File: src/rtl/readout_arbiter.sv
// Burst-locked round-robin arbiter that merges N FWFT source FIFOs into one
// write port. The TLU source (index 0) can preempt through PREEMPT_REQ.
module readout_arbiter #(
  parameter int N         = 5,
  parameter int DW        = 32,
  parameter int MAX_BURST = 16
) (
  input  logic            BUS_CLK,
  input  logic            BUS_RST_B,
  input  logic [N-1:0]    SRC_EMPTY,
  input  logic [N*DW-1:0] SRC_DATA,
  output logic [N-1:0]    SRC_READ,
  input  logic [N-1:0]    SRC_ENABLE,
  input  logic            PREEMPT_REQ,
  input  logic            OUT_READ,
  output logic            OUT_EMPTY,
  output logic [DW-1:0]   OUT_DATA,
  output logic [N-1:0]    GRANT,
  output logic            READ_ERR
);

  localparam int CW = $clog2(MAX_BURST) + 1;
  localparam int IW = (N > 1) ? $clog2(N) : 1;

  typedef enum logic {IDLE, GRANTED} state_t;

  state_t          state_q;
  logic [N-1:0]    grant_q;
  logic [CW-1:0]   cnt_q;
  logic [IW-1:0]   rr_q;
  logic            read_err_q;

  logic [N-1:0]    eligible;
  logic            pick_found;
  logic [IW-1:0]   pick_idx;
  logic            granted;
  logic            head_empty;
  logic [DW-1:0]   head_data;
  logic            head_enable;
  logic            accept;
  logic            release_d;
  logic            read_err_d;

  assign eligible = SRC_ENABLE & ~SRC_EMPTY;

  // NOTE: every signal written here gets a default first, so no latch is inferred.
  always_comb begin
    pick_found = 1'b0;
    pick_idx   = '0;
    for (int k = 1; k <= N; k++) begin
      if (!pick_found && eligible[(int'(rr_q) + k) % N]) begin
        pick_found = 1'b1;
        pick_idx   = IW'((int'(rr_q) + k) % N);
      end
    end
    if (PREEMPT_REQ && eligible[0]) begin
      pick_found = 1'b1;
      pick_idx   = '0;
    end
  end

  // grant_q is one-hot (or zero), so an AND-OR mux selects the head word.
  always_comb begin
    head_data   = '0;
    head_empty  = 1'b1;
    head_enable = 1'b0;
    for (int i = 0; i < N; i++) begin
      if (grant_q[i]) begin
        head_data   = SRC_DATA[i*DW +: DW];
        head_empty  = SRC_EMPTY[i];
        head_enable = SRC_ENABLE[i];
      end
    end
  end

  assign granted    = (state_q == GRANTED);
  assign accept     = granted & OUT_READ & ~head_empty;
  assign release_d  = (accept && (cnt_q == CW'(MAX_BURST - 1))) || head_empty ||
                      !head_enable || (PREEMPT_REQ && !grant_q[0]);
  assign read_err_d = OUT_READ & OUT_EMPTY;

  assign OUT_EMPTY = ~granted | head_empty;
  assign OUT_DATA  = granted ? head_data : '0;
  assign SRC_READ  = grant_q & {N{accept}};
  assign GRANT     = grant_q;
  assign READ_ERR  = read_err_q;

  // NOTE: sequential state uses non-blocking assignments only, so every register
  // samples the pre-edge values of its peers.
  always_ff @(posedge BUS_CLK or negedge BUS_RST_B) begin
    if (!BUS_RST_B) begin
      state_q    <= IDLE;
      grant_q    <= '0;
      cnt_q      <= '0;
      rr_q       <= IW'(N - 1);
      read_err_q <= 1'b0;
    end else begin
      read_err_q <= read_err_d;
      case (state_q)
        IDLE: begin
          if (pick_found) begin
            state_q <= GRANTED;
            grant_q <= N'(1) << pick_idx;
            rr_q    <= pick_idx;
            cnt_q   <= '0;
          end
        end
        GRANTED: begin
          if (accept) cnt_q <= cnt_q + CW'(1);
          if (release_d) begin
            state_q <= IDLE;
            grant_q <= '0;
            cnt_q   <= '0;
          end
        end
        default: begin
          state_q <= IDLE;
          grant_q <= '0;
        end
      endcase
    end
  end

endmodule

File: config.mk
export PLATFORM = sky130hd
export DESIGN_NAME = readout_arbiter
export DESIGN_NICKNAME = d
export VERILOG_FILES = /design/src/rtl/readout_arbiter.sv
export SDC_FILE = /design/constraint.sdc
export NUM_CORES = 1
export LEC_CHECK = 0
export ABC_AREA = 1
export BUFFER_PORTS_ARGS = -buffer_cell sky130_fd_sc_hd__buf_2
export CORE_MARGIN = 2
export CORE_UTILIZATION = 46
export CTS_BUF_LIST = sky130_fd_sc_hd__clkbuf_16
export CTS_CLUSTER_DIAMETER = 200
export CTS_CLUSTER_SIZE = 12
export DETAILED_ROUTE_END_ITERATION = 16
export PLACE_DENSITY = 0.94
export SETUP_SLACK_MARGIN = 0.4
export SLEW_MARGIN = 15
export SYNTH_ARGS = -nofsm -noshare
export SYNTH_HDL_FRONTEND = slang
export SYNTH_SLANG_ARGS = --single-unit
File: constraint.sdc
create_clock -name BUS_CLK -period 4.1 [get_ports BUS_CLK]
set_input_delay 0.41 -clock BUS_CLK [delete_from_list [all_inputs] [get_ports BUS_CLK]]
set_output_delay 0.41 -clock BUS_CLK [all_outputs]
set_load 0.005 [all_outputs]
==> Word-level counts from Yosys, hierarchy flattened <==
Cells that the tools add are included.
{ "totals": {"word_cells": 107, "out_inout_bits": 44, "input_bits": 174, "register_bits": 15} }
{ "classes": {"shifts": 1, "muxes": 53, "n_reduce_logical": 19, "n_eq_ne": 4, "div_mod_pow": 5, "magnitude_cmp": 5, "bitwise_logic": 9, "addsub": 6} }
{ "ops": {"columns": ["operator", "count"], "rows": [
  ["2-to-1 mux 32 bit", 6],
  ["< comparator 32 x 5 -> 1 bit (second input constant)", 5],
  ["modulo 32 x 4 -> 32 bit (second input constant)", 5],
  ["2-to-1 mux 1 bit", 28],
  ["2-to-1 mux 5 bit", 5],
  ["one-hot mux 5 bit (2 select lines)", 2],
  ["2-to-1 mux 3 bit", 6],
  ["binary-select mux 1 bit (select 3 bit)", 5],
  ["AND 5 bit", 2],
  ["adder 3 x 2 -> 4 bit (second input constant)", 2],
  ["adder 3 x 3 -> 4 bit (second input constant)", 2],
  ["logical AND 1 bit", 7],
  ["zero test 1 bit", 6],
  ["AND reduction 2 bit", 3],
  ["adder 5 x 1 -> 5 bit (second input constant)", 1],
  ["equality test 5 x 4 -> 1 bit (second input constant)", 1],
  ["inverter 5 bit", 1],
  ["<< shifter 1 x 3 -> 5 bit (first input constant)", 1],
  ["adder 3 x 1 -> 4 bit (second input constant)", 1],
  ["AND 1 bit", 3],
  ["logical OR 1 bit", 3],
  ["inequality test 3 x 1 -> 1 bit (second input constant)", 1],
  ["inequality test 2 x 1 -> 1 bit (second input constant)", 1],
  ["inequality test 2 bit (second input constant)", 1],
  ["other kinds (3)", 4]
]} }

==> Depth between registers and ports, before layout <==
{ "depth": {"word_depth": 22, "mapped_depth": 28, "depth_no_buf": 28} }

==> Worst setup path after synthesis <==
No wires, ideal clock.
{ "synth_timing": {"kind": "reg-to-reg", "start": "reg rr_q[1]", "end": "reg grant_q[1], in the netlist GRANT[1]", "arrival_time_ns": 3.351, "period_less_slack_ns": 3.433, "t_required_ns": 4.017, "path_stages_with_launch": 25, "setup_slack_ns": 0.667, "setup_ns": 0.083, "n_path_buf": 0, "cell_sequence": "dfrtp_1 > ha_1 > inv_1 > nand2_1 > nand2_4 > ha_1 > nor2_1 > nand2_4 > nand2_2 > xor2_1 > ha_1 > inv_1 > o211ai_1 > nand2_2 > o21ai_2 > inv_1 > nand3_1 > nand3_1 > nand2_2 > nand2_2 > nor2_4 > nor2_4 > a21oi_4 > nand2_1 > o21ai_0"} }
{ "synth_via": {"elab_chain_len": 22, "elab_cells_between_ends": 50, "classes_between": "add/sub (5); div (5); eq/ne (1); shift (1); mux (29); reduce/logical (9)"} }
{ "synth_lines": {"columns": ["item", "line", "rtl"], "rows": [
  ["start, declared", "30", "logic [IW-1:0] rr_q;"],
  ["start signal, assigned", "95", "rr_q <= IW'(N - 1);"],
  ["start signal, assigned", "104", "rr_q <= pick_idx;"],
  ["adder 3 x 1 -> 4 bit", "51, 53", null],
  ["modulo 32 x 4 -> 32 bit", "51, 53", null],
  ["binary-select mux 1 bit (select 3 bit)", "51", "if (!pick_found && eligible[(int'(rr_q) + k) % N]) begin"],
  ["2-to-1 mux 1 bit (not written as such) (2 in a row)", "51", null],
  ["2-to-1 mux 1 bit", "51", null],
  ["zero test 1 bit", "51", null],
  ["logical AND 1 bit", "51", null],
  ["2-to-1 mux 1 bit", "51", null],
  ["[... 5 more ...]", null, null],
  ["2-to-1 mux 1 bit", "51", null],
  ["zero test 1 bit", "51", null],
  ["logical AND 1 bit", "51", null],
  ["2-to-1 mux 3 bit", "51", null],
  ["2-to-1 mux 3 bit", "56", "if (PREEMPT_REQ && eligible[0]) begin"],
  ["<< shifter 1 x 3 -> 5 bit", "103", "grant_q <= N'(1) << pick_idx;"],
  ["2-to-1 mux 5 bit", "101", "if (pick_found) begin"],
  ["one-hot mux 5 bit (2 select lines)", "99", "case (state_q)"],
  ["end signal, assigned", "103", null],
  ["end, declared", "28", "logic [N-1:0] grant_q;"]
]} }
Parallel ways exist; a longest one is shown, timed or not. The select of a mux whose other input is x is not followed.
A chain may end at the register's enable or synchronous reset.

==> Worst setup path after layout <==
{ "layout_timing": {"start": "reg rr_q[1]", "end": "reg grant_q[0], in the netlist GRANT[0]"} }
The elaborated chain is that of the path after synthesis.

==> summary.txt <==
Status
  – Outcome: finished, final reports clean

Layout
  – Area grow syn2layout: 38.51%
  – Final net count: 1065
  – Share of cells above drive strength 1: 35.72%
  – Design Area, Final: 5220 um2
  – Post-Layout Cell Count: 974
  – Commonest non-fill, non-tap cells in the layout: buf_2 (217), nand2_1 (139), a21oi_1 (107)
  – Commonest non-fill, non-tap cell in the layout: buf_2

Worst setup path
  – WP buf/inv: 3
  – Slowest-stage cell, CP: dfrtp_2
  – CP required: 4280 ps
  – CP endpoint kind: flop
  – Crit path kind: flop to flop
  – CP Cell Sequence: ha_4 > inv_1 > nand2_1 > nand2_4 > ha_2 > nor2_2 > nand2_4 > nand2_4 > xor2_4 > ha_4 > inv_1 > o211ai_1 > nand2_2 > o21ai_4 > inv_1 > nand3_1 > nand3_1 > nand2_2 > nand2_2 > nor2_4 > nor2_4 > a21oi_4 > nand2_1 > o21ai_1
  – Reg-to-Reg End: GRANT[0]
  – R2R depth: 24
  – Worst Path Arrival: 3720 ps
  – Crit path max-delay family: simple AND/OR/NAND/NOR gates
  – Worst-path maximum fanout: 7
  – Reg2reg setup slack: 560 ps
  – CP startpoint kind: flop
  – Slowest stage delay, CP: 460 ps
  – Origin of the critical flop-to-flop path: rr_q[1]

Pwr
  – Seq pwr share: 6.6%
  – Switching power: 0.002893 W
  – Clock network power share: 4.0%
  – Switching part of the total: 59.80%
  – Peak supply drop: 741.8 uV
  – Internal: 0.001945 W
  – Combinational Power Share: 89.4%
  – Pwr Density: 926.8 nW/um2
  – P_leak: 2.782 nW

STA
  – Worst-Margin Slew: 1102 ps
  – Hold Violations, Final: 0
  – F_max: 0.2824 GHz
  – Tmin final: 3541 ps
  – Final setup TNS: 0 ps
  – RSZ-0062 raised after global routing: no
  – Clock Skews: 3.316 ps
  – # setup viols final: 0
  – Hold Worst Slack: 60.37 ps
  – Period utilization: 86.36%
  – Worst setup margin: 559.2 ps
  – Slew headroom: 26.55%
  – Pins Over Slew Limit: 0

Yosys
  – Mean Syn Cell Area: 5.727 um2
  – Synthesized instance count: 658
  – Post-synthesis sequential area ratio: 9.993%
  – Syn nets: 857
  – Number of flops mapped to enable cells by yosys: 0
  – Yosys warns: 0
  – Compound-cell area share of the yosys netlist: 32.57%
  – Yosys reg bits: 15
  – Post-synthesis cell area: 3769 um2
  – Synth Area in XOR/XNOR: 1.760%
  – Post-synthesis mux area share: 0%
  – Ys flop type: dfrtp_1
  – Post-Synth Adder-Cell Area: 8.300%
  – Largest family of logic cells by synthesized area: simple AND/OR/NAND/NOR gates
  – Count of cell types in the netlist: 43
  – Synth Area in Simple Gates: 36.75%
  – Async S/R FF share, synth: 100.0%

Detailed routing
  – DR WL/cell: 16.13 um
  – Drt pass-1 iters: 5
  – Metal2 WL: 7343 um
  – DRT antenna net count: 0
  – DRT met1 WL: 5928 um
  – Final WL: 15710 um
  – Residual DRC: 0
  – 1st-iter DRT viols: 413
  – Vias/cell: 5.738
  – Via count: 5589
  – Max layer used: met5
  – Wire length on met3: 2086 um

Clocking
  – Longest Clk Path Bufs: 2
  – Post-CTS Hold Buffers: 0
  – CTS H-tree depth: 1
  – Clk_lat worst skew: 250 ps
  – Root buf cell: clkbuf_16
  – Clk slew on worst S/H paths: 50 ps
  – TritonCTS Buffers: 3
  – CTS tree: done
  – CTS Sinks: 15

Run
  – Max_cap viols: 0

Place
  – Gpl congestion: 0.9804
  – Placed cell count: 953
  – # port buffers: 217
  – Placement Cell Area: 4923 um2
  – Dpl ws: 224.1 ps
  – Final HPWL DP: 11610 um

Global route
  – Global-route wire length before repair: 22000 um
  – Initial antenna violation count: 8
  – Number of global-route vias before repair: 4610
  – GRT Total Usage: 31.05%
  – Largest net degree at the start of global routing: 39
  – Gr ovfl total: 0

Die
  – Placement Rows: 33
  – Ports: 218
  – Die area: 8933 um2
  – Initial Utilization: 46.57%
  – Die width: 94.52 um
  – Chip height: 94.52 um
  – Core Box Area: 8093 um2

Worst hold path
  – Hold crit path type: input port to async pin
## metrics by stage
| step | total power (W) | utilization (%) |
|---|---|---|
| final | 0.004838 | 64.50 |
| after global routing | 0.005283 | 64.38 |
| after CTS | 0.004385 | 61.98 |
| after detailed placement | 0.004145 | 60.84 |
| after global placement | 0.004043 | 60.84 |
| after floorplan | 0.003234 | - |
## cells in the mapped netlist (3+ instances only)
cell / n / area (um2)
nand2_1: 139 / 521.8
a21oi_1: 107 / 535.5
nand3_1: 80 / 400.4
inv_1: 58 / 217.7
o21ai_0: 52 / 260.3
o211ai_1: 34 / 255.2
clkbuf_1: 31 / 116.4
nor2_1: 26 / 97.59
ha_1: 25 / 312.8
nand2_2: 19 / 118.9
dfrtp_1: 14 / 350.3
nand3_2: 7 / 70.07
inv_2: 6 / 22.52
o21ai_1: 6 / 30.03
buf_2: 5 / 25.02
nand4_1: 5 / 31.28
xor2_1: 4 / 35.03
buf_1: 3 / 11.26
nor2_4: 3 / 33.78
o21ai_2: 3 / 26.28
## worst register-to-register path, stage by stage, from the launching register on
cell      delay, ps
dfrtp_2         460
ha_4            200
inv_1           100
nand2_1         100
nand2_4         130
ha_2            220
nor2_2           50
nand2_4          80
nand2_4          70
xor2_4          220
ha_4            160
inv_1            40
o211ai_1        260
nand2_2         140
o21ai_4         200
inv_1            90
nand3_1          70
nand3_1          80
nand2_2         130
nand2_2          80
nor2_4          160
nor2_4           90
a21oi_4         160
nand2_1          90
o21ai_1          90
## cell type report
class                   instances  area (um2)
repair buffers                242        1294
inverters                      66       254.0
fillers                       728        2873
clock inverters                 1       5.005
diodes                          4       10.01
multi-input cells             538        3072
flip-flops and latches         15       379.1
well taps                     105       131.4
clock buffers                   3       75.07
## power groups by stage
stage	clock [W]	combinational (W)	sequential, W
2_1_floorplan	0	0.00298	0.000249
3_3_place_gp	0	0.00372	0.000324
3_5_place_dp	0	0.00382	0.000326
4_1_cts	0.000192	0.00387	0.000327
5_1_grt	0.000198	0.00476	0.000326
6_report	0.000194	0.00432	0.000320
## state kept, by name, summed over array words and instances (netlist names)
name      cells
granted       1
cnt_q         5
rr_q          3
GRANT         5
READ_ERR      1
## per-layer routing
layer  vias to the layer above  track usage (%)
met4                        10            7.850
met5                         -                0
met1                      2521            38.39
met2                       344            52.08
li1                       2674                -
met3                        40            10.30
## cells by family after synthesis
kind of cell	after synthesis
xor gates and xnor gates	6
buffers and inverters	105
DFF	15
AOI/OAI and AO/OA	214
and+or+nand+nor	293
adders and majority gates	25
## how the worst max path moves through the flow
stage / start / end / slack, ps / cells after the start
6_report: rr_q[1] / GRANT[0] / 560 / 24
5_1_grt: rr_q[1] / GRANT[1] / 320 / 24
4_1_cts: rr_q[1] / GRANT[0] / 430 / 24
3_5_place_dp: rr_q[1] / GRANT[0] / 220 / 24
3_3_place_gp: rr_q[1] / GRANT[2] / 420 / 24
2_1_floorplan: rr_q[1] / GRANT[1] / 670 / 24
## timing repair
action | CTS | global route
endpoints found under the setup margin | 14 | 14
setup buffers | 0 | 13
pin swaps | 0 | 13
resized for setup | 4 | 19
Power figures use the tool's default switching activity.
